File: config.mk
export PLATFORM = sky130hd
export DESIGN_NAME = ps2_tx
export DESIGN_NICKNAME = d
export VERILOG_FILES = /design/src/rtl/ps2_pkg.sv /design/src/rtl/ps2_line_filter.sv /design/src/rtl/ps2_tx.sv
export SDC_FILE = /design/constraint.sdc
export NUM_CORES = 1
export LEC_CHECK = 0
export CAP_MARGIN = 0
export CORE_MARGIN = 2
export CORE_UTILIZATION = 40
export CTS_BUF_LIST = sky130_fd_sc_hd__clkbuf_8 sky130_fd_sc_hd__clkbuf_16
export DETAILED_ROUTE_END_ITERATION = 8
export SLEW_MARGIN = 20
export SYNTH_ARGS = -nofsm -noshare
export SYNTH_HDL_FRONTEND = slang
export SYNTH_SLANG_ARGS = --single-unit
export TNS_END_PERCENT = 50
File: constraint.sdc
create_clock -name clk_sys -period 2.8 [get_ports clk_sys]
set_clock_uncertainty 0.05 [all_clocks]
set_input_delay 0.84 -clock clk_sys [delete_from_list [all_inputs] [get_ports clk_sys]]
set_output_delay 0.84 -clock clk_sys [all_outputs]
set_load 0.05 [all_outputs]
File: src/rtl/ps2_pkg.sv
// ---------------------------------------------------------------------------
// ps2_pkg
// Shared definitions for the PS/2 host-to-device command transmitter:
//   - ps2_state_t  : transmitter FSM state encoding
//   - ERR_*        : completion status codes reported on err with done
//   - CMD_* / DEV_*: common mouse/keyboard command and response bytes
//   - FRAME_BITS   : number of host-driven bits (8 data + parity + stop)
//   - odd_parity() : parity bit that makes the 9-bit data+parity word odd
//   - max3()       : elaboration-time helper used to size shared timers
// ---------------------------------------------------------------------------
package ps2_pkg;

    typedef enum logic [2:0] {
        ST_IDLE      = 3'd0,
        ST_INHIBIT   = 3'd1,
        ST_START     = 3'd2,
        ST_SHIFT     = 3'd3,
        ST_ACK       = 3'd4,
        ST_WAIT_IDLE = 3'd5
    } ps2_state_t;

    localparam logic [1:0] ERR_OK       = 2'b00;
    localparam logic [1:0] ERR_NO_ACK   = 2'b01;
    localparam logic [1:0] ERR_START_TO = 2'b10;
    localparam logic [1:0] ERR_XFER_TO  = 2'b11;

    localparam logic [7:0] CMD_RESET     = 8'hFF;
    localparam logic [7:0] CMD_EN_REPORT = 8'hF4;
    localparam logic [7:0] DEV_ACK       = 8'hFA;

    // data bits 0..7, parity, stop
    localparam int FRAME_BITS = 10;

    // Odd parity: the parity bit is set when the byte has an even number of ones.
    function automatic logic odd_parity(input logic [7:0] data_byte);
        return ~(^data_byte);
    endfunction

    function automatic int max3(input int a, input int b, input int c);
        int m;
        m = (a > b) ? a : b;
        return (m > c) ? m : c;
    endfunction

endpackage

File: src/rtl/ps2_line_filter.sv
// ---------------------------------------------------------------------------
// ps2_line_filter
// Conditions one raw PS/2 pad level for use in the clk_sys domain:
// a 2-flop synchronizer followed by a stability filter that only accepts a
// new level after FILT_CYC consecutive identical samples, plus a one-cycle
// strobe on each filtered 1->0 transition.
//
// Ports
//   clk_sys    in   system clock
//   rst        in   synchronous active-high reset (line returns to idle-high)
//   line_raw   in   asynchronous pad level
//   line_filt  out  filtered level
//   line_fall  out  one-cycle pulse, coincident with line_filt going 1->0
// ---------------------------------------------------------------------------
module ps2_line_filter #(
    parameter int FILT_CYC = 8
) (
    input  logic clk_sys,
    input  logic rst,
    input  logic line_raw,
    output logic line_filt,
    output logic line_fall
);

    localparam int              CNT_W    = (FILT_CYC > 1) ? $clog2(FILT_CYC) : 1;
    localparam logic [CNT_W-1:0] CNT_LAST = CNT_W'(FILT_CYC - 1);

    logic [1:0]       sync_reg;
    logic [CNT_W-1:0] cnt_reg;
    logic             filt_reg;
    logic             fall_reg;

    always_ff @(posedge clk_sys) begin
        if (rst) begin
            sync_reg <= 2'b11;
            cnt_reg  <= '0;
            filt_reg <= 1'b1;
            fall_reg <= 1'b0;
        end else begin
            sync_reg <= {sync_reg[0], line_raw};
            fall_reg <= 1'b0;
            if (sync_reg[1] != filt_reg) begin
                // cnt_reg counts how many consecutive samples already
                // disagreed; the current one completes the run at CNT_LAST.
                if (cnt_reg == CNT_LAST) begin
                    filt_reg <= sync_reg[1];
                    cnt_reg  <= '0;
                    // a change away from a high level is by definition a fall
                    fall_reg <= filt_reg;
                end else begin
                    cnt_reg <= cnt_reg + CNT_W'(1);
                end
            end else begin
                cnt_reg <= '0;
            end
        end
    end

    assign line_filt = filt_reg;
    assign line_fall = fall_reg;

endmodule

File: src/rtl/ps2_tx.sv
// ---------------------------------------------------------------------------
// ps2_tx
// PS/2 host-to-device command transmitter. A byte written on wr_data is sent
// using the host-initiated PS/2 sequence: inhibit the clock, request-to-send
// (data low), then present each bit after every device clock fall, and
// finally sample the device ACK. Start and transfer watchdogs abort the
// sequence with a status code.
//
// Ports
//   clk_sys      in   system clock, all logic on its rising edge
//   rst          in   synchronous active-high reset
//   wr_en        in   command write strobe
//   wr_data[7:0] in   command byte
//   wr_rdy       out  ready for a write (IDLE only)
//   tx_busy      out  transfer in progress (gates the companion receiver)
//   done         out  one-cycle completion pulse
//   err[1:0]     out  completion status, valid with done (see ERR_*)
//   PS2_CLK_IN   in   raw clock pad level
//   PS2_DATA_IN  in   raw data pad level
//   PS2_CLK_OE   out  1 pulls the clock pad low, 0 releases it
//   PS2_DATA_OE  out  1 pulls the data pad low, 0 releases it
// ---------------------------------------------------------------------------
module ps2_tx
    import ps2_pkg::*;
#(
    parameter int INHIBIT_CYC  = 6000,
    parameter int START_TO_CYC = 750000,
    parameter int XFER_TO_CYC  = 100000,
    parameter int FILT_CYC     = 8
) (
    input  logic       clk_sys,
    input  logic       rst,
    input  logic       wr_en,
    input  logic [7:0] wr_data,
    output logic       wr_rdy,
    output logic       tx_busy,
    output logic       done,
    output logic [1:0] err,
    input  logic       PS2_CLK_IN,
    input  logic       PS2_DATA_IN,
    output logic       PS2_CLK_OE,
    output logic       PS2_DATA_OE
);

    // One timer serves INHIBIT, START and SHIFT/ACK because those phases never
    // overlap; it is sized for the longest of the three intervals.
    localparam int TMR_MAX = max3(INHIBIT_CYC, START_TO_CYC, XFER_TO_CYC);
    localparam int TMR_W   = $clog2(TMR_MAX + 1);

    localparam logic [TMR_W-1:0] INH_LAST   = TMR_W'(INHIBIT_CYC - 1);
    localparam logic [TMR_W-1:0] START_LAST = TMR_W'(START_TO_CYC - 1);
    localparam logic [TMR_W-1:0] XFER_LAST  = TMR_W'(XFER_TO_CYC - 1);
    localparam logic [3:0]       STOP_DONE  = 4'(FRAME_BITS);

    // ------------------------------------------------------------------
    // Line conditioning
    // ------------------------------------------------------------------
    logic clk_filt;
    logic clk_fall;
    logic data_filt;
    logic unused_data_fall;

    ps2_line_filter #(
        .FILT_CYC (FILT_CYC)
    ) u_clk_filter (
        .clk_sys   (clk_sys),
        .rst       (rst),
        .line_raw  (PS2_CLK_IN),
        .line_filt (clk_filt),
        .line_fall (clk_fall)
    );

    ps2_line_filter #(
        .FILT_CYC (FILT_CYC)
    ) u_data_filter (
        .clk_sys   (clk_sys),
        .rst       (rst),
        .line_raw  (PS2_DATA_IN),
        .line_filt (data_filt),
        .line_fall (unused_data_fall)
    );

    // ------------------------------------------------------------------
    // State and registered outputs
    // ------------------------------------------------------------------
    ps2_state_t            state_reg;
    logic [TMR_W-1:0]      tmr_reg;
    logic [3:0]            bit_cnt_reg;
    logic [FRAME_BITS-1:0] frame_reg;
    logic                  clk_oe_reg;
    logic                  data_oe_reg;
    logic                  wr_rdy_reg;
    logic                  busy_reg;
    logic                  done_reg;
    logic [1:0]            err_reg;

    // Watchdog expiry is evaluated before any device edge handling so that
    // an edge landing on the expiry cycle is resolved as the timeout.
    logic       tmo_hit;
    logic [1:0] tmo_code;

    always_comb begin
        tmo_hit  = 1'b0;
        tmo_code = ERR_OK;
        if (state_reg == ST_START && tmr_reg == START_LAST) begin
            tmo_hit  = 1'b1;
            tmo_code = ERR_START_TO;
        end else if ((state_reg == ST_SHIFT || state_reg == ST_ACK) &&
                     tmr_reg == XFER_LAST) begin
            tmo_hit  = 1'b1;
            tmo_code = ERR_XFER_TO;
        end
    end

    always_ff @(posedge clk_sys) begin
        if (rst) begin
            state_reg   <= ST_IDLE;
            tmr_reg     <= '0;
            bit_cnt_reg <= '0;
            frame_reg   <= '0;
            clk_oe_reg  <= 1'b0;
            data_oe_reg <= 1'b0;
            wr_rdy_reg  <= 1'b0;
            busy_reg    <= 1'b0;
            done_reg    <= 1'b0;
            err_reg     <= ERR_OK;
        end else begin
            done_reg <= 1'b0;

            if (tmo_hit) begin
                // Abort: release both pads and report. Going through IDLE
                // with wr_rdy low delays ready by one cycle after done.
                clk_oe_reg  <= 1'b0;
                data_oe_reg <= 1'b0;
                done_reg    <= 1'b1;
                err_reg     <= tmo_code;
                busy_reg    <= 1'b0;
                wr_rdy_reg  <= 1'b0;
                state_reg   <= ST_IDLE;
            end else begin
                case (state_reg)
                    ST_IDLE: begin
                        clk_oe_reg  <= 1'b0;
                        data_oe_reg <= 1'b0;
                        if (wr_en && wr_rdy_reg) begin
                            frame_reg  <= {1'b1, odd_parity(wr_data), wr_data};
                            tmr_reg    <= '0;
                            err_reg    <= ERR_OK;
                            wr_rdy_reg <= 1'b0;
                            busy_reg   <= 1'b1;
                            clk_oe_reg <= 1'b1;
                            state_reg  <= ST_INHIBIT;
                        end else begin
                            wr_rdy_reg <= 1'b1;
                        end
                    end

                    ST_INHIBIT: begin
                        if (tmr_reg == INH_LAST) begin
                            // release the clock and assert the start bit
                            clk_oe_reg  <= 1'b0;
                            data_oe_reg <= 1'b1;
                            tmr_reg     <= '0;
                            state_reg   <= ST_START;
                        end else begin
                            tmr_reg <= tmr_reg + TMR_W'(1);
                        end
                    end

                    ST_START: begin
                        if (clk_fall) begin
                            data_oe_reg <= ~frame_reg[0];
                            bit_cnt_reg <= 4'd1;
                            tmr_reg     <= '0;
                            state_reg   <= ST_SHIFT;
                        end else begin
                            tmr_reg <= tmr_reg + TMR_W'(1);
                        end
                    end

                    ST_SHIFT: begin
                        tmr_reg <= tmr_reg + TMR_W'(1);
                        if (clk_fall) begin
                            if (bit_cnt_reg == STOP_DONE) begin
                                // stop bit has been clocked out; free the
                                // data line so the device can ACK on it
                                data_oe_reg <= 1'b0;
                                state_reg   <= ST_ACK;
                            end else begin
                                data_oe_reg <= ~frame_reg[bit_cnt_reg];
                                bit_cnt_reg <= bit_cnt_reg + 4'd1;
                            end
                        end
                    end

                    ST_ACK: begin
                        data_oe_reg <= 1'b0;
                        tmr_reg     <= tmr_reg + TMR_W'(1);
                        if (clk_fall) begin
                            err_reg   <= data_filt ? ERR_NO_ACK : ERR_OK;
                            state_reg <= ST_WAIT_IDLE;
                        end
                    end

                    ST_WAIT_IDLE: begin
                        clk_oe_reg  <= 1'b0;
                        data_oe_reg <= 1'b0;
                        // the device must release both lines before the bus
                        // is considered free again
                        if (clk_filt && data_filt) begin
                            done_reg  <= 1'b1;
                            busy_reg  <= 1'b0;
                            state_reg <= ST_IDLE;
                        end
                    end

                    default: begin
                        clk_oe_reg  <= 1'b0;
                        data_oe_reg <= 1'b0;
                        busy_reg    <= 1'b0;
                        state_reg   <= ST_IDLE;
                    end
                endcase
            end
        end
    end

    assign wr_rdy      = wr_rdy_reg;
    assign tx_busy     = busy_reg;
    assign done        = done_reg;
    assign err         = err_reg;
    assign PS2_CLK_OE  = clk_oe_reg;
    assign PS2_DATA_OE = data_oe_reg;

endmodule

# Yosys cells after proc, flatten, opt, wreduce, memory -nomap -nowiden
# Index checks and enable logic that the tools add are counted.
# totals
input_bits,13
out_inout_bits,7
register_bits,57
word_cells,123
# classes
muxes,42
eq_ne,23
order_cmp,1
n_addsub,4
n_reduce_logical,27
bitwise_logic,9
# op_table
cell,count
one-hot mux 20 bit (4 select lines),1
two-way mux 20 bit,3
two-way mux 3 bit,7
"adder 20 x 1 -> 20 bit, second input constant",1
"equality test 20 x 13 -> 1 bit, second input constant",1
"equality test 20 x 17 -> 1 bit, second input constant",1
"equality test 20 bit, second input constant",1
one-hot mux 3 bit (6 select lines),1
two-way mux 1 bit,16
AND reduction 3 bit,5
"equality test 3 bit, second input constant",4
two-way mux 4 bit,3
OR reduction 3 bit,4
two-way mux 2 bit,5
inverter 1 bit,9
one-hot mux 1 bit (3 select lines),3
"inequality test 2 x 1 -> 1 bit, second input constant",4
"inequality test 2 bit, second input constant",4
one-hot mux 4 bit (2 select lines),1
parity 8 bit,1
AND reduction 7 bit,1
"adder 3 x 1 -> 3 bit, second input constant",2
"equality test 3 x 2 -> 1 bit, second input constant",2
AND reduction 2 bit,3
other kinds (18),23

# Logic depth before layout (Yosys ltp)
# Gate-level depths: netlist of the first run.
# logic_depth
depth_word,7
depth_mapped,9
depth_no_buf,8

# By module
# A second synthesis of the first run with hierarchy kept.
# hier_totals
cells_unflattened,324
hier_area_um2,2869.0
# modules_own_cells
mod,cells_per_inst,n_inst,area_per_inst_um2,seq_area_each_um2
ps2_tx,288,1,2391.0,880.8
ps2_line_filter,18,2,239.0,140.1

# Worst setup path after synthesis of the first run
# Ideal clock, no wire load.
# synth_timing
path_kind,register -> register
from,register tmr_reg[0]
to,register tmr_reg[2]
arrival_ps,2106
t_required_ps,2684
path_slack_ps,578
n_path_buf,2
synth_period_minus_slack_ps,2222
path_stages_with_launch,10
setup_time_ps,66
path_cell_list,dfxtp_1 ha_1 and3_1 clkbuf_1 nand3_1 or4_1 and3_4 a21o_1 buf_6 a21oi_2
# synth_between
elab_chain_len,6
elab_cells_between_ends,13
classes_between,add/sub (1); eq/ne (3); mux (5); bitwise (1); reduce/logical (3)
# synth_rtl
element,line_no,source
"start, declared",ps2_tx.sv:87,logic [TMR_W-1:0] tmr_reg;
"start signal, assigned",ps2_tx.sv:166,tmr_reg <= tmr_reg + TMR_W'(1);
"start signal, assigned",ps2_tx.sv:177,tmr_reg <= tmr_reg + TMR_W'(1);
"start signal, assigned",ps2_tx.sv:182,tmr_reg <= tmr_reg + TMR_W'(1);
branches (longest 6 deep; another with adder 20 x 1 -> 20 bit),-,
# Parallel ways; which one is timed is not known.
# A chain may end at the register's enable or synchronous reset.

# Final worst setup path of the first run
# layout_timing
from,register wr_rdy_reg (netlist: wr_rdy)
to,output wr_rdy
# layout_lines
element,line_no,source
"start, declared",ps2_tx.sv:92,logic wr_rdy_reg;
"start signal, assigned",ps2_tx.sv:123,wr_rdy_reg <= 1'b0;
"start signal, assigned",ps2_tx.sv:138,wr_rdy_reg <= 1'b0;
"start signal, assigned",ps2_tx.sv:149,wr_rdy_reg <= 1'b0;
"end, declared",ps2_tx.sv:35,"output logic wr_rdy,"
# No word-level cell between the ends.

==> results of run 1 <==
==> logic make-up after synthesis <==
logic type	Yosys count	synth area share, %
AOI/OAI and AO/OA	57	12.6
xor gates and xnor gates	26	8.18
adders and majority gates	7	3.15
buffers and inverters	23	3.64
DFF	57	41.0
muxes	8	3.78
and+or+nand+nor	150	27.6
==> routing by layer <==
| layer | part of all wire, % | vias to the layer above | global-route usage, % |
|---|---|---|---|
| met5 | 0 | - | 0 |
| met4 | 1.8 | 0 | 7.13 |
| met3 | 2.9 | 14 | 4.83 |
| met1 | 51 | 1110 | 23.3 |
| li1 | - | 1224 | - |
| met2 | 45 | 35 | 27.0 |
==> synthesized netlist by cell type (3+ instances only) <==
library cell	count
sky130_fd_sc_hd__ha_1	7
sky130_fd_sc_hd__a21oi_1	20
sky130_fd_sc_hd__nor3_1	11
sky130_fd_sc_hd__a31oi_1	3
sky130_fd_sc_hd__nand3_1	19
sky130_fd_sc_hd__nand2_1	38
sky130_fd_sc_hd__nand4_1	7
sky130_fd_sc_hd__dfxtp_1	57
sky130_fd_sc_hd__mux2i_1	6
sky130_fd_sc_hd__or4_1	4
sky130_fd_sc_hd__nor4_1	7
sky130_fd_sc_hd__and3_1	6
sky130_fd_sc_hd__xnor2_1	19
sky130_fd_sc_hd__xor2_1	7
sky130_fd_sc_hd__o21ai_0	16
sky130_fd_sc_hd__nor2_2	7
sky130_fd_sc_hd__or2_2	4
sky130_fd_sc_hd__nor2_1	27
sky130_fd_sc_hd__nor3b_1	3
sky130_fd_sc_hd__a21oi_2	3
sky130_fd_sc_hd__and2_1	5
sky130_fd_sc_hd__inv_1	9
sky130_fd_sc_hd__clkbuf_1	12
==> through the flow <==
stage	utilization (%)	setup WS, ns
3_3_place_gp	46.3	0.0940
2_1_floorplan	-	0.578
4_1_cts	49.9	0.330
6_report	49.9	0.350
3_5_place_dp	46.3	0.0537
5_1_grt	49.9	0.203
==> final cells by class <==
| class | count | share of cell area (%) |
|---|---|---|
| multi-input combinational | 248 | 46.0 |
| clock buffer | 9 | 3.68 |
| inverter | 9 | 1.00 |
| timing repair buffer | 34 | 8.99 |
| sequential | 57 | 33.9 |
| clock inverter | 7 | 3.53 |
| tap | 80 | 2.97 |
==> power by group through the flow <==
stage	clock [µW]	combinational [µW]	sequential, µW
after floorplan	0	491	1020
after CTS	963	808	948
final	945	801	947
after global routing	994	883	961
after global placement	0	805	965
after detailed placement	0	805	966
==> final timing paths <==
kind                                        start                              endpoint  cells after the start
max reg2reg              tmr_reg[16]$_SDFFE_PP0P_               tmr_reg[5]$_SDFFE_PP0P_                      7
min          u_data_filter.sync_reg[0]$_SDFF_PP1_  u_data_filter.sync_reg[1]$_SDFF_PP1_                      1
min reg2reg  u_data_filter.sync_reg[0]$_SDFF_PP1_  u_data_filter.sync_reg[1]$_SDFF_PP1_                      1
max                           wr_rdy$_SDFFE_PP0P_                                wr_rdy                      1
==> metrics.sh, run 1 <==
MAX_CAP_VIOLATIONS=0
ENDPOINT_KIND='output port'
DIE-AREA_MM2=0.00764
CTS-RESIZED-GATES=0
POWERDENSITY_mW_PER_MM2=800
ROUTE.DETAILED.WL_PER_INST_UM=13.5
SYN_INST=328
TRITONCTS_BUFFER_COUNT=9
NUMBER_OF_GLOBAL_ROUTE_VIAS_BEFORE_REPAIR=2258
MOST-COMMON-LAYOUT-CELLS='57 x sky130_fd_sc_hd__dfxtp_1, 38 x sky130_fd_sc_hd__nand2_1, 27 x sky130_fd_sc_hd__nor2_1, 20 x sky130_fd_sc_hd__a21oi_1'
FIRST_PASS_GRT_WIRE_LENGTH_UM=10500
POST_DRT_VIA_CELL_RATIO=5.37
MIN_PERIOD_OVER_PERIOD_PCT=87.5
CLOCK_TREE.BUFFER_DEPTH=2
ANTENNA_LEFT=0
GRT_SETUP_UNREPAIRED='false'
TRITONCTS_CLOCK_TREE='built'
CLK_PIN_SLEW_NS=0.07
CRIT_PATH_START_KIND='register'
GRT_START_MAX_NET_PINS=21
TOP_LEVEL_PORT_COUNT=20
CTS_MAX_LEVEL=3
SYNTH.LIB_CELLS_USED.DISTINCT=44
DESIGN.CORE.AREA_MM2=0.00676
POST_ROUTE_CELLS_DRIVE_ABOVE_1_SHARE_PCT=13.5
DP_CELLS=428
SETUP-VIOLATIONS-FINAL=0
FINAL_CELLS=444
SWSHARE_PCT=32.8
PLACE.PORT_BUFFERS=19
DRT_FIRST_PASS_ITERS=4
MAXSLEWVIOLCOUNT=0
CRIT_BUF_INV=1
PATH_CLASS='reg -> out'
INITIAL_UTILIZATION_PCT=41.2
TIMING.CRITICAL_PATH.ARRIVAL_NS=1.56
CLK-INSERTION-DELAY-LATE_NS=0.35
POSTCTSSETUPBUFFERS=0
UPPER_CLOCK_FREQUENCY_LIMIT_GHz=0.408
SEQCELLAREA_MM2=0.00114
SLEW_HEADROOM_PCT=64.1
TIMING.CRITICAL_PATH.SLOWEST_STAGE_CELL='sky130_fd_sc_hd__clkdlybuf4s50_1'
TOTAL_ROUTING_USAGE_REPORTED_BY_GLOBAL_ROUTING_PCT=17.6
WORST-ENDPOINT-REQUIRED_NS=1.91
PWR-SHARE-CLK_PCT=35.1
LEAKAGE_POWER_TOTAL_uW=0.00115
DRT_ITER0_MARKERS=92
CTS_HOLD_BUFFERS=0
INTPOWER_uW=1810
PERIOD_MINUS_SLACK_NS=2.45
FINAL_HOLD_VIOL_COUNT=0
SYNTH-ASYNC-RESET-RATIO_PCT=0
YS_SEQ_ELEMENTS=57
SETUP_TNS_NS=0
CRITICAL_PATH_CELL_SEQUENCE='clkdlybuf4s50_1'
DIE_W_UM=87.4
LAYOUT-AREA-OVERHEAD-VS-SYNTH_PCT=21.0
LARGEST_REG_FLOPS=20
VDD_IR_DROP_MAX_mV=0.320
YS_DOMINANT_REG_CELL='sky130_fd_sc_hd__dfxtp_1'
WORST_HOLD_PATH_TYPE='reg -> reg'
DR_TOTAL_VIAS=2383
GRT_ANTENNA_BEFORE_REPAIR=0
REG2REG_SLACK_NS=0.36
HOLD-WORST-SLACK_NS=0.360
DIE_HEIGHT_UM=87.4
CLOCK-ROOT-BUFFER='sky130_fd_sc_hd__clkbuf_8'
STATUS='finished, final reports clean'
POST_SYNTH_EDFFS=0
COMB_POWER_SHARE_PCT=29.7
SYNTHESIS.AREA_MM2=0.00278
TIMING_WORST_SLEW_PIN_VALUE_NS=0.537
YOSYS.AREA.TOP_TYPE='sky130_fd_sc_hd__dfxtp_1'
DRT_WL_TOTAL_UM=6000
PLACE_CONGESTION=0.865
SYNTH_LARGEST_TYPE_AREA_FRACTION_PCT=41.0
CP_MAX_FO=5
PROPORTION_OF_SYNTHESIZED_CHIP_AREA_IN_SEQUENTIAL_CELLS_PCT=41.0
NETS=379
NUM_ANTENNA_CELLS=0
DETAILED_PLACE.AREA_MM2=0.00313
DRC=0
POSTSYNTHNETCOUNT=348
SYNTH_WARNINGS=0
ROWS=30
HPWL_UM=4430
FINAL_COMMON_CELL='sky130_fd_sc_hd__dfxtp_1'
FINAL_DESIGN_AREA_NO_FILL_MM2=0.00337
AREA_USED_BY_MULTI_INPUT_COMBINATIONAL_LOGIC_MM2=0.00155
POWER_FRAC_SEQ_PCT=35.2
CRITPATHTOPFAMILY='buffers and inverters'
SYNTH.TOP_CELLS.BY_AREA='sky130_fd_sc_hd__dfxtp_1 41%, sky130_fd_sc_hd__xnor2_1 6.0%, sky130_fd_sc_hd__nand2_1 5.1%'
CTS_NUM_SINKS=57
POWER.NET_SWITCHING_uW=883
GRT.OVERFLOW.TOTAL=0
FILLER_CELL_COUNT=649
CP_SLOWEST_STAGE_DELAY_NS=0.82
FINALPOWER_uW=2690
POST_SYNTH.CELL_AREA_AVG_UM2=8.49
Note: power is estimated with default switching activity, not from simulation.
==> run 2: changes to the inputs <==
Clock period 2.8 ns to 2.4 ns, I/O delays scaled along.
==> run 2 against run 1 <==
  * Hold slack worse by 0.00093 ns
  * Worst setup slack worse by 0.29 ns
  * Total power up 9.4%
  * Non-clock buffer count up 21
  * Sequential power up 17%
  * Combinational power up 29%
  * Routed wire length up 1.7%
  * Critical path type unchanged
==> metrics.sh, run 2 (synthesis results as in run 1) <==
DRT_ITER0_MARKERS=105  # +14%
UPPER_CLOCK_FREQUENCY_LIMIT_GHz=0.427
COMB_POWER_SHARE_PCT=34.9  # +5.2 points
ROWS=30  # unchanged
TRITONCTS_BUFFER_COUNT=9  # unchanged
CRITPATHTOPFAMILY='buffers and inverters'
POWERDENSITY_mW_PER_MM2=846  # +5.8%
ANTENNA_LEFT=0  # unchanged
MOST-COMMON-LAYOUT-CELLS='57 x sky130_fd_sc_hd__dfxtp_1, 38 x sky130_fd_sc_hd__nand2_1, 35 x sky130_fd_sc_hd__buf_4, 27 x sky130_fd_sc_hd__nor2_1, 20 x sky130_fd_sc_hd__a21oi_1'
PERIOD_MINUS_SLACK_NS=2.34
HOLD-WORST-SLACK_NS=0.359  # -0.000935 ns
LARGEST_REG_FLOPS=20  # unchanged
CTS_MAX_LEVEL=3  # unchanged
GRT_START_MAX_NET_PINS=21  # unchanged
ENDPOINT_KIND='output port'
GRT.OVERFLOW.TOTAL=0  # unchanged
REG2REG_TO='tmr_reg[15]$_SDFFE_PP0P_'
WORST-ENDPOINT-REQUIRED_NS=1.63  # -0.28 ns
SLEW_HEADROOM_PCT=61.0  # -3.1 points
FINAL_HOLD_VIOL_COUNT=0  # unchanged
FINAL_CORE_OCC_PCT=51.6  # +1.7 points
DRC=0  # unchanged
CRIT_BUF_INV=1  # unchanged
CLOCK_TREE.BUFFER_DEPTH=2  # unchanged
POWER.NET_SWITCHING_uW=1030  # +16%
INITIAL_UTILIZATION_PCT=41.2  # unchanged
CP_SLOWEST_STAGE_DELAY_NS=0.83  # about the same
TIMING.CRITICAL_PATH.SLOWEST_STAGE_CELL='sky130_fd_sc_hd__clkdlybuf4s50_1'
CTS_HOLD_BUFFERS=0  # unchanged
GRT_ANTENNA_BEFORE_REPAIR=0  # unchanged
DRT_FIRST_PASS_ITERS=5  # +1
TIMING.CRITICAL_PATH.ARRIVAL_NS=1.57  # about the same
FINAL_COMMON_CELL='sky130_fd_sc_hd__dfxtp_1'
FF2FF_PATH_DEPTH=7  # unchanged
MIN_PERIOD_OVER_PERIOD_PCT=97.7
DRT_WL_TOTAL_UM=6110  # +1.7%
POWER_FRAC_SEQ_PCT=37.6  # +2.4 points
GRT_SETUP_UNREPAIRED='false'
FINALPOWER_uW=2950  # +9.4%
PATH_CLASS='reg -> out'
CLOCK-ROOT-BUFFER='sky130_fd_sc_hd__clkbuf_8'
LEAKAGE_POWER_TOTAL_uW=0.00125  # +8.1%
PWR-SHARE-CLK_PCT=27.5  # -7.6 points
VDD_IR_DROP_MAX_mV=0.446  # +40%
WORSTHOLDPATHCELLS=1  # unchanged
CLK_PIN_SLEW_NS=0.07  # about the same
CP_MAX_FO=5  # unchanged
WORSTHOLDENDPOINT='u_clk_filter.sync_reg[1]$_SDFF_PP1_'
WORST_R2R_STARTPOINT='tmr_reg[16]$_SDFFE_PP0P_'
MAXSLEWVIOLCOUNT=0  # unchanged
CRIT_PATH_START_KIND='register'
POST_DRT_VIA_CELL_RATIO=5.28  # -1.6%
TRITONCTS_CLOCK_TREE='built'
DIE-AREA_MM2=0.00764  # unchanged
TIMING_WORST_SLEW_PIN_VALUE_NS=0.579  # +0.0418 ns
INTPOWER_uW=1920  # +6.1%
DR_TOTAL_VIAS=2455  # +3.0%
DESIGN.CORE.AREA_MM2=0.00676  # unchanged
DIE_W_UM=87.4  # unchanged
NUM_ANTENNA_CELLS=0  # unchanged
CTS_NUM_SINKS=57  # unchanged
PLACE_CONGESTION=0.868  # +0.38%
POST_ROUTE_CELLS_DRIVE_ABOVE_1_SHARE_PCT=18.7  # +5.2 points
REG2REG_SLACK_NS=0.16  # -0.20 ns
TOP_LEVEL_PORT_COUNT=20  # unchanged
HPWL_UM=4580  # +3.4%
PLACE.PORT_BUFFERS=19  # unchanged
SETUP-VIOLATIONS-FINAL=0  # unchanged
SWSHARE_PCT=34.8  # +2.0 points
ROUTE.DETAILED.WL_PER_INST_UM=13.1  # -2.8%
TOTAL_ROUTING_USAGE_REPORTED_BY_GLOBAL_ROUTING_PCT=17.7  # +0.12 points
HP-START='u_clk_filter.sync_reg[0]$_SDFF_PP1_'
LAYOUT-AREA-OVERHEAD-VS-SYNTH_PCT=25.1
FIRST_PASS_GRT_WIRE_LENGTH_UM=10500  # +0.33%
STATUS='finished, final reports clean'
CLK-INSERTION-DELAY-LATE_NS=0.35  # about the same
MAX_CAP_VIOLATIONS=0  # unchanged
DIE_HEIGHT_UM=87.4  # unchanged
CRITICAL_PATH.STARTPOINT='wr_rdy$_SDFFE_PP0P_'
NUMBER_OF_GLOBAL_ROUTE_VIAS_BEFORE_REPAIR=2269  # +0.49%
WORST_HOLD_PATH_TYPE='reg -> reg'
NETS=400  # +5.5%
CRITICAL_PATH_CELL_SEQUENCE='clkdlybuf4s50_1'
[run 2: cell types whose count changed in the layout (fill, tap and decap cells not counted), sizes merged]
cell,before,now
clkinv,2,3
clkbuf,9,11
buf,15,36
bufinv,3,0
[run 2: timing repair]
action,4_1_cts,5_1_grt
resized for setup,0,2
buffers inserted,0,0
endpoints found under the hold margin,0,0
endpoints found under the setup margin,0,4
[run 2: power groups by stage]
stage / logic, µW / registers (µW) / clock network, µW
3_3_place_gp: 1030 / 1130 / 0
5_1_grt: 1130 / 1120 / 875
4_1_cts: 1030 / 1110 / 836
2_1_floorplan: 573 / 1190 / 0
6_report: 1030 / 1110 / 811
3_5_place_dp: 1030 / 1130 / 0
[run 2: worst max path at each step]
stage,cells after the start,end
6_report,1,wr_rdy
3_5_place_dp,7,tmr_reg[18]$_SDFFE_PP0P_
3_3_place_gp,7,tmr_reg[18]$_SDFFE_PP0P_
2_1_floorplan,9,tmr_reg[2]$_SDFFE_PP0P_
4_1_cts,1,wr_rdy
5_1_grt,1,wr_rdy
[run 2: final cells by class]
cell class	count	area (µm²)
multi-input combinational	248	1550
clock buffer	11	151
sequential	57	1140
tap	80	100
timing repair buffer	55	473
fill	624	3270
inverter	9	33.8
clock inverter	5	30.0
[run 2: routing by layer]
layer / global-route usage [%] / vias to the layer above / wire length [µm]
met3: 5.59 / 14 / 255
met5: 0 / - / 0
met1: 23.6 / 1124 / 3070
li1: - / 1268 / -
met4: 8.11 / 0 / 131
met2: 26.0 / 49 / 2650
[run 2: stage by stage]
stage | setup slack [ns] | instance area (µm²) | TNS (ns) | instances
6_report | 0.0562 | 3480 | 0 | 465
5_1_grt | 0.0120 | 3480 | 0 | 465
4_1_cts | 0.0454 | 3480 | 0 | 465
3_5_place_dp | -0.191 | 3300 | -2.37 | 449
3_3_place_gp | -0.133 | 3300 | -1.60 | 449
2_1_floorplan | 0.178 | 2780 | 0 | 328
==> run 3: changes to the inputs <==
Settings changed: SKIP_LAST_GASP set to 1.
==> run 3 against run 2 <==
  * Sequential power hardly changed
  * Sequential share of layout area hardly changed
  * Hold slack stayed put
  * First-iteration DRC count stayed put
  * Cell area hardly changed
  * Largest power group unchanged
  * Critical path depth stayed put
  * Core utilization hardly changed
  * Register-to-register slack hardly changed
  * Highest routed layer unchanged
  * Total power hardly changed
==> metrics.sh, run 3 (synthesis results as in run 1) <==
UPPER_CLOCK_FREQUENCY_LIMIT_GHz=0.427  # unchanged
CRITICAL_PATH.STARTPOINT='wr_rdy$_SDFFE_PP0P_'
DRT_FIRST_PASS_ITERS=5  # unchanged
FF2FF_PATH_DEPTH=8  # +1
COMB_POWER_SHARE_PCT=34.9  # about the same
CRIT_PATH_START_KIND='register'
DRC=0  # unchanged
NETS=400  # unchanged
SWSHARE_PCT=34.8  # about the same
ROWS=30  # unchanged
REG2REG_SLACK_NS=0.15  # about the same
POWER_FRAC_SEQ_PCT=37.6  # about the same
DRT_WL_TOTAL_UM=6110  # unchanged
ROUTE.LAYER.MET1.WL_UM=3070  # unchanged
TIMING_WORST_SLEW_PIN_VALUE_NS=0.579  # unchanged
DIE-AREA_MM2=0.00764  # unchanged
HIGHEST-SIGNAL-LAYER='met4'
POWERDENSITY_mW_PER_MM2=847  # about the same
GRT_ANTENNA_BEFORE_REPAIR=0  # unchanged
DIE_W_UM=87.4  # unchanged
DIE_HEIGHT_UM=87.4  # unchanged
LARGEST_REG_FLOPS=20  # unchanged
MAX_CAP_VIOLATIONS=0  # unchanged
MAXSLEWVIOLCOUNT=0  # unchanged
CTS_MAX_LEVEL=3  # unchanged
TIMING.CRITICAL_PATH.ARRIVAL_NS=1.57  # about the same
HPWL_UM=4580  # unchanged
WORSTSETUPPATHDEPTH=1  # unchanged
CRITICAL_PATH_CELL_SEQUENCE='clkdlybuf4s50_1'
HP-START='u_clk_filter.sync_reg[0]$_SDFF_PP1_'
NUM_ANTENNA_CELLS=0  # unchanged
MOST-COMMON-LAYOUT-CELLS='57 x sky130_fd_sc_hd__dfxtp_1, 38 x sky130_fd_sc_hd__nand2_1, 35 x sky130_fd_sc_hd__buf_4, 27 x sky130_fd_sc_hd__nor2_1, 20 x sky130_fd_sc_hd__a21oi_1'
DP_CELLS=449  # unchanged
PATH_CLASS='reg -> out'
INITIAL_UTILIZATION_PCT=41.2  # unchanged
WORST_SETUP_PATH_ENDPOINT='wr_rdy'
FINAL_HOLD_VIOL_COUNT=0  # unchanged
MET3_WL_UM=255  # unchanged
ENDPOINT_KIND='output port'
CRITPATHTOPFAMILY='buffers and inverters'
PERIOD_MINUS_SLACK_NS=2.34  # unchanged
DESIGN.CORE.AREA_MM2=0.00676  # unchanged
WORST_HOLD_PATH_TYPE='reg -> reg'
CP_MAX_FO=5  # unchanged
TRITONCTS_CLOCK_TREE='built'
CRIT_BUF_INV=1  # unchanged
CLOCK_TREE.BUFFER_DEPTH=2  # unchanged
INTPOWER_uW=1920  # unchanged
SETUP_TNS_NS=0  # unchanged
SETUP-VIOLATIONS-FINAL=0  # unchanged
POST_DRT_VIA_CELL_RATIO=5.28  # unchanged
ROUTE.DETAILED.WL_PER_INST_UM=13.1  # unchanged
MET2_LENGTH_UM=2650  # unchanged
DRT_ITER0_MARKERS=105  # unchanged
CLK_PIN_SLEW_NS=0.07  # about the same
PLACE.PORT_BUFFERS=19  # unchanged
GRT_START_MAX_NET_PINS=21  # unchanged
GRT_SETUP_UNREPAIRED='true'
POSTCTSSETUPBUFFERS=0  # unchanged
FINAL_COMMON_CELL='sky130_fd_sc_hd__dfxtp_1'
POST_ROUTE_CELLS_DRIVE_ABOVE_1_SHARE_PCT=18.4  # -0.26 points
DR_TOTAL_VIAS=2455  # unchanged
CLK-INSERTION-DELAY-LATE_NS=0.35  # about the same
CTS_NUM_SINKS=57  # unchanged
FINAL_CELLS=465  # unchanged
SLEW_HEADROOM_PCT=61.0  # unchanged
NUMBER_OF_GLOBAL_ROUTE_VIAS_BEFORE_REPAIR=2269  # unchanged
STATUS='finished, final reports clean'
FILLER_CELL_COUNT=625  # +0.16%
ANTENNA_LEFT=0  # unchanged
LEAKAGE_POWER_TOTAL_uW=0.00125  # about the same
MIN_PERIOD_OVER_PERIOD_PCT=97.7  # unchanged
TRITONCTS_BUFFER_COUNT=9  # unchanged
WORST-ENDPOINT-REQUIRED_NS=1.63  # about the same
GRT.OVERFLOW.TOTAL=0  # unchanged
WORST_R2R_STARTPOINT='tmr_reg[1]$_SDFFE_PP0P_'
VDD_IR_DROP_MAX_mV=0.446  # unchanged
POWER.NET_SWITCHING_uW=1030  # about the same
LAYOUT-AREA-OVERHEAD-VS-SYNTH_PCT=25.1  # about the same
FIRST_PASS_GRT_WIRE_LENGTH_UM=10500  # unchanged
TIMING.CRITICAL_PATH.SLOWEST_STAGE_CELL='sky130_fd_sc_hd__clkdlybuf4s50_1'
TOTAL_ROUTING_USAGE_REPORTED_BY_GLOBAL_ROUTING_PCT=17.7  # unchanged
CLOCK-ROOT-BUFFER='sky130_fd_sc_hd__clkbuf_8'
PWR-SHARE-CLK_PCT=27.5  # about the same
TOP_LEVEL_PORT_COUNT=20  # unchanged
PLACE_CONGESTION=0.868  # unchanged
REG2REG_TO='tmr_reg[15]$_SDFFE_PP0P_'
CP_SLOWEST_STAGE_DELAY_NS=0.83  # about the same
## run 3: cell count changes in the layout (fill, tap and decap cells not counted)
cell and delta:
sky130_fd_sc_hd__and3_1 +1, sky130_fd_sc_hd__and3_2 -1
## run 3: cell type report
cell class / count / area (µm²) / share of cell area [%]
multi-input combinational: 248 / 1550 / 44.6
sequential: 57 / 1140 / 32.8
timing repair buffer: 55 / 473 / 13.6
clock buffer: 11 / 151 / 4.35
tap: 80 / 100 / 2.87
inverter: 9 / 33.8 / 0.970
clock inverter: 5 / 30.0 / 0.862
## run 3: power groups by stage
stage                     logic, µW  clock network [µW]  registers, µW
after floorplan                 573                   0           1190
after global placement         1030                   0           1130
after detailed placement       1030                   0           1130
after CTS                      1030                 836           1110
after global routing           1130                 875           1120
final                          1030                 811           1110
## run 3: metal layers
metal / up-vias / track usage (%)
met2: 49 / 26.0
met3: 14 / 5.59
met4: 0 / 8.11
li1: 1268 / -
met5: - / 0
met1: 1124 / 23.6
## run 3: worst reg2reg max path, delay by kind of cell (launching register included)
kind / cells / cell delay, ns
adders and majority gates: 1 / 0.18
buffers and inverters: 1 / 0.17
and+or+nand+nor: 5 / 1.24
AOI/OAI and AO/OA: 1 / 0.19
DFF: 1 / 0.37
## run 3: per-stage QoR
step                      cell area [µm²]  total power [µW]  hold slack (ns)  setup slack, ns  util [%]
after CTS                            3480              2980            0.359           0.0454      51.5
after detailed placement             3300              2160            0.342           -0.191      48.8
after floorplan                      2780              1760            0.339            0.178         -
after global routing                 3480              3130            0.390         -0.00974      51.5
final                                3480              2950            0.359           0.0562      51.5
after global placement               3300              2150            0.341           -0.133      48.8
## run 3: worst min-delay path by stage
| stage | endpoint | cells past startpoint |
|---|---|---|
| after floorplan | u_clk_filter.sync_reg[1]$_SDFF_PP1_ | 1 |
| after global placement | u_data_filter.sync_reg[1]$_SDFF_PP1_ | 1 |
| after detailed placement | u_clk_filter.sync_reg[1]$_SDFF_PP1_ | 1 |
| after CTS | u_clk_filter.sync_reg[1]$_SDFF_PP1_ | 1 |
| after global routing | u_data_filter.sync_reg[1]$_SDFF_PP1_ | 1 |
| final | u_clk_filter.sync_reg[1]$_SDFF_PP1_ | 1 |
## run 3: what timing repair did
| item | 4_1_cts | 5_1_grt |
|---|---|---|
| setup endpoints to repair | 0 | 4 |
| hold buffers | 0 | 0 |
| resized for setup | 0 | 1 |
==> edit 1, RTL diff (flow settings as in run 1) <==
Make the reset (`rst`) asynchronous in 2 clocked blocks. Comments in the files are not updated.
--- a/src/rtl/ps2_line_filter.sv
+++ b/src/rtl/ps2_line_filter.sv
@@ -31,5 +31,5 @@
     logic             fall_reg;
 
-    always_ff @(posedge clk_sys) begin
+    always_ff @(posedge clk_sys or posedge rst) begin
         if (rst) begin
             sync_reg <= 2'b11;
--- a/src/rtl/ps2_tx.sv
+++ b/src/rtl/ps2_tx.sv
@@ -113,5 +113,5 @@
     end
 
-    always_ff @(posedge clk_sys) begin
+    always_ff @(posedge clk_sys or posedge rst) begin
         if (rst) begin
             state_reg   <= ST_IDLE;
Check against the original RTL: differs if rst is asserted again (counterexample within 4 cycles, from zero or initial values and one cycle with rst high); with rst held inactive, the same outputs for 10 cycles.
==> edit 1 against run 1 <==
- highest routed layer unchanged
- die area increased by 13%
- sequential cell count unchanged
- worst setup slack got worse by 0.020 ns
- count of clock-buffer cells in the layout increased by 2
- power increased by 10%
- clock power decreased by 6.3%
- wire length increased by 12%
- global-route usage decreased by 0.24 points
- area after synthesis increased by 14%
- critical path depth unchanged
- final area increased by 9.3%
==> edit 1: results (changes against run 1) <==
===============================================================================
Multi-input gate share of the layout cell area ...................        0.437   was 0.460
Global routing usage on met3 .....................................       0.0427   was 0.0483
Startpoint of the most critical register-to-register path ........ state_reg[0]   was tmr_reg[16]
Register area share after synthesis ..............................        0.452   was 0.410
Met1 routing resource usage after global routing .................        0.247   was 0.233
Placed Instances .................................................          441   was 428
P_comb ...........................................................     0.878 mW   was 0.801 mW
Slew margin rel. .................................................        0.511   was 0.641
Clock network area share .........................................       0.0629   was 0.0721
Met2 usage in global routing .....................................        0.257   was 0.270
Worst Reg-to-Reg Cells ...........................................            5   was 7
Leading cell types by total area after synthesis ................. dfrtp_1 (40%), nand2_1 (5.4%), dfstp_2 (5.0%), xnor2_1 (5.0%), nor2_1 (3.4%)   was dfxtp_1 (41%), xnor2_1 (6.0%), nand2_1 (5.1%), nor2_1 (3.6%), a21oi_1 (3.6%)
Cells after Synth ................................................          326   was 328
Placed standard-cell area ........................................     3450 um2   was 3130 um2
Clock buffer cells ...............................................           11   was 9
Final sequential cell count ......................................           57   unchanged
CP startpoint ....................................................       wr_rdy   unchanged
Number of filler instances in the final layout ...................          746   was 649
Net switching power ..............................................      1.03 mW   was 0.883 mW
Worst Hold Slack .................................................     0.304 ns   was 0.360 ns
Number of global-route vias before repair ........................         2349   was 2258
Run status ....................................................... finished, final reports clean   unchanged
Sw Share .........................................................        0.349   was 0.328
Internal reg-to-reg setup slack ..................................      0.40 ns   was 0.36 ns
Global-route wire length before repair ...........................     11700 um   was 10500 um
RR Endpoint ......................................................  tmr_reg[19]   was tmr_reg[5]
Final weighted congestion of routability-driven global placement .        0.770   was 0.865
FF/Latch Area ....................................................     1430 um2   was 1140 um2
Post-Synthesis Net Count .........................................          346   was 348
Violation count after the first detailed-route iteration .........          144   was 92
Inverters ........................................................            8   was 9
Routed via count .................................................         2445   was 2383
Setup slack after placement ......................................     0.182 ns   was 0.0537 ns
Multi-input gate area ............................................     1610 um2   was 1550 um2
Post-detailed-route wirelength per cell ..........................      14.7 um   was 13.5 um
HP Start ......................................................... u_data_filter.sync_reg[0]   unchanged
Top post-synthesis cells by count ................................ dfrtp_1 (51), nand2_1 (46), nor2_1 (29), xnor2_1 (18), nand3_1 (17)   was dfxtp_1 (57), nand2_1 (38), nor2_1 (27), a21oi_1 (20)
Aggregate global-route resource usage ............................        0.174   was 0.176
Synth unique cells ...............................................           60   was 44
Clock Power Share ................................................        0.299   was 0.351
Non-clock buffer count in the final layout .......................           27   was 34
Number of multi-input combinational cells ........................          247   was 248
Highest ir drop seen on vdd ......................................     0.518 mV   was 0.320 mV
Number of nets in the final layout ...............................          370   was 379
===============================================================================
[edit 1: cell types whose count changed after synthesis, moves of 4 or more]
cell             run 1  this run
or4_1                4         0
nand2_1             38        46
nor2_2               7         0
dfstp_2              0         6
and4b_1              0         4
xor2_1               7         2
and3_1               6         2
a21oi_1             20         7
dfxtp_1             57         0
nor4_1               7         3
mux2i_1              6         2
dfrtp_1              0        51
clkbuf_1            12         5
[edit 1: cells by family (layout without fill, tap and decap cells)]
group / after synthesis / count (layout) / synth area share
AND/OR/NAND/NOR: 159 / 159 / 0.276
buffers and inverters: 22 / 51 / 0.0410
AO/OA/AOI/OAI: 54 / 54 / 0.116
XOR/XNOR: 20 / 20 / 0.0552
multiplexers: 7 / 7 / 0.0323
flip-flops: 57 / 57 / 0.452
adder cells (fa/ha/maj): 7 / 7 / 0.0276
==> edit 2, RTL diff (config.mk and constraints of run 1) <==
Made on the original files. Set the parameter `START_TO_CYC` to 187500 (it was 750000).
--- a/src/rtl/ps2_tx.sv
+++ b/src/rtl/ps2_tx.sv
@@ -25,5 +25,5 @@
 #(
     parameter int INHIBIT_CYC  = 6000,
-    parameter int START_TO_CYC = 750000,
+    parameter int START_TO_CYC = 187500,
     parameter int XFER_TO_CYC  = 100000,
     parameter int FILT_CYC     = 8
Behaviour: no difference found for any inputs over 10 cycles, from zero or initial values and one cycle with rst high; that may be too few to reach the edited logic, so the function may still have changed.
==> edit 2 against run 1 <==
- utilization decreased by 2.2 points
- cell count decreased by 3.8%
- area after synthesis rose by 1.5%
- sequential cell count shrank 2
- worst setup slack lost 0.20 ns
- wire length shrank 1.3%
- final area down 3.3%
- critical path type is now input port to register
- critical endpoint is now tmr_reg[4]
Power is not compared: it rests on default switching activity, and its combinational part moved more than twofold at a synthesized area within 25%.
==> edit 2: results (changes against run 1) <==
===============================================================================
Violation count after the first detailed-route iteration .........           77   was 92
Post-Synthesis Net Count .........................................          324   was 348
Antenna violations before repair .................................            0   unchanged
Worst Hold Slack .................................................     0.371 ns   was 0.360 ns
Number of flip-flops in the largest register .....................           18   was 20
Total Wirelength .................................................      5920 um   was 6000 um
Number of buffers added by the clock tree synthesis step .........            5   was 9
Final weighted congestion of routability-driven global placement .        0.853   was 0.865
Drt via density ..................................................         5.32   was 5.37
Leading cell types by total area after synthesis ................. dfxtp_1 (39%), mux2i_1 (4.3%), a21oi_1 (3.5%), ha_1 (3.5%), nor2_1 (3.5%)   was dfxtp_1 (41%), xnor2_1 (6.0%), nand2_1 (5.1%), nor2_1 (3.6%), a21oi_1 (3.6%)
Synth unique cells ...............................................           63   was 44
Mux cell area share after synthesis ..............................       0.0624   was 0.0378
Biggest cell delay along the critical path .......................      0.47 ns   was 0.82 ns
Largest net degree at the start of global routing ................           20   was 21
Number of gates given a new drive strength after cts .............            0   unchanged
Adder and majority cell fraction of the synthesized area .........       0.0354   was 0.0315
Register area share after synthesis ..............................        0.390   was 0.410
Met2 usage in global routing .....................................        0.253   was 0.270
Endpoint of the worst hold path .................................. u_clk_filter.sync_reg[1]   was u_data_filter.sync_reg[1]
Run status ....................................................... finished, final reports clean   unchanged
Fraction of layout instances using a drive strength above 1 ......        0.142   was 0.135
Global routing usage on met3 .....................................       0.0292   was 0.0483
Worst-path fanout max ............................................            6   was 5
Slew margin rel. .................................................        0.597   was 0.641
Number of nets in the final layout ...............................          351   was 379
Global-route wire length before repair ...........................     10100 um   was 10500 um
Share of the synthesized area in compound gates (AO/OA/AOI/OAI) ..        0.154   was 0.126
HP Start ......................................................... u_clk_filter.sync_reg[0]   was u_data_filter.sync_reg[0]
XOR/XNOR share of the synthesized area ...........................       0.0589   was 0.0818
RR Endpoint ......................................................   tmr_reg[4]   was tmr_reg[5]
Aggregate global-route resource usage ............................        0.163   was 0.176
Post-DP HPWL .....................................................      4380 um   was 4430 um
Metal1 wirelength ................................................      3070 um   was 3050 um
Total iterations of the first detailed-routing run ...............            6   was 4
Top post-synthesis cells by count ................................ dfxtp_1 (55), nor2_1 (26), a21oi_1 (20), nand2_1 (20), o21ai_0 (13)   was dfxtp_1 (57), nand2_1 (38), nor2_1 (27), a21oi_1 (20)
Count of port buffers added during placement .....................           19   unchanged
DR WL met3 .......................................................       180 um   was 174 um
Met1 routing resource usage after global routing .................        0.231   was 0.233
Setup slack after placement ......................................    -0.216 ns   was 0.0537 ns
Sum of met2 wire segment lengths after detailed routing ..........      2590 um   was 2670 um
Clock insertion delay at the later pin of the skew report ........      0.31 ns   was 0.35 ns
H-tree levels ....................................................            2   was 3
Startpoint of the most critical register-to-register path ........ state_reg[1]   was tmr_reg[16]
Number of global-route vias before repair ........................         2153   was 2258
===============================================================================
-- edit 2: cell types whose count changed in the layout (fill, tap and decap cells not counted), moves of 6 or more --
cell and change:
xnor2_1 -8, or3_1 +6, nor2_2 -7, nand2_1 -18, nand3_1 -9, mux2i_1 +6
-- edit 2: cell families after synthesis --
| kind of cell | Yosys count |
|---|---|
| compound gates | 60 |
| xor+xnor | 19 |
| flops | 55 |
| mux | 15 |
| simple gates | 127 |
| buf+inv | 19 |
| fa+ha+maj | 8 |
-- edit 2: how the worst max path moves through the flow --
stage,startpoint,end,slack [ns]
5_1_grt,wr_en,tmr_reg[4],0.02
2_1_floorplan,wr_en,tmr_reg[9],0.67
3_5_place_dp,wr_en,tmr_reg[2],-0.22
6_report,wr_en,tmr_reg[4],0.15
3_3_place_gp,wr_en,tmr_reg[13],-0.18
4_1_cts,wr_en,tmr_reg[2],0.11
-- edit 2: area by class of cell --
type | instances | area [um2]
sequential | 55 | 1100
multi-input combinational | 229 | 1620
tap | 96 | 120
clock buffer | 5 | 68.8
clock inverter | 3 | 27.5
inverter | 6 | 22.5
fill | 691 | 3570
timing repair buffer | 33 | 299
-- edit 2: through the flow --
stage | instance area [um2] | TNS (ns) | std cells
floorplan | 2830 | 0 | 303
global route | 3260 | 0 | 427
finish | 3260 | 0 | 427
global placement | 3150 | -2.69 | 418
detailed placement | 3150 | -3.25 | 418
CTS | 3250 | 0 | 426
-- edit 2: worst max-delay path: cells and delay by family --
family | cells | cell delay [ns]
and+or+nand+nor | 2 | 0.43
AOI/OAI and AO/OA | 3 | 0.68
buffers and inverters | 3 | 0.89
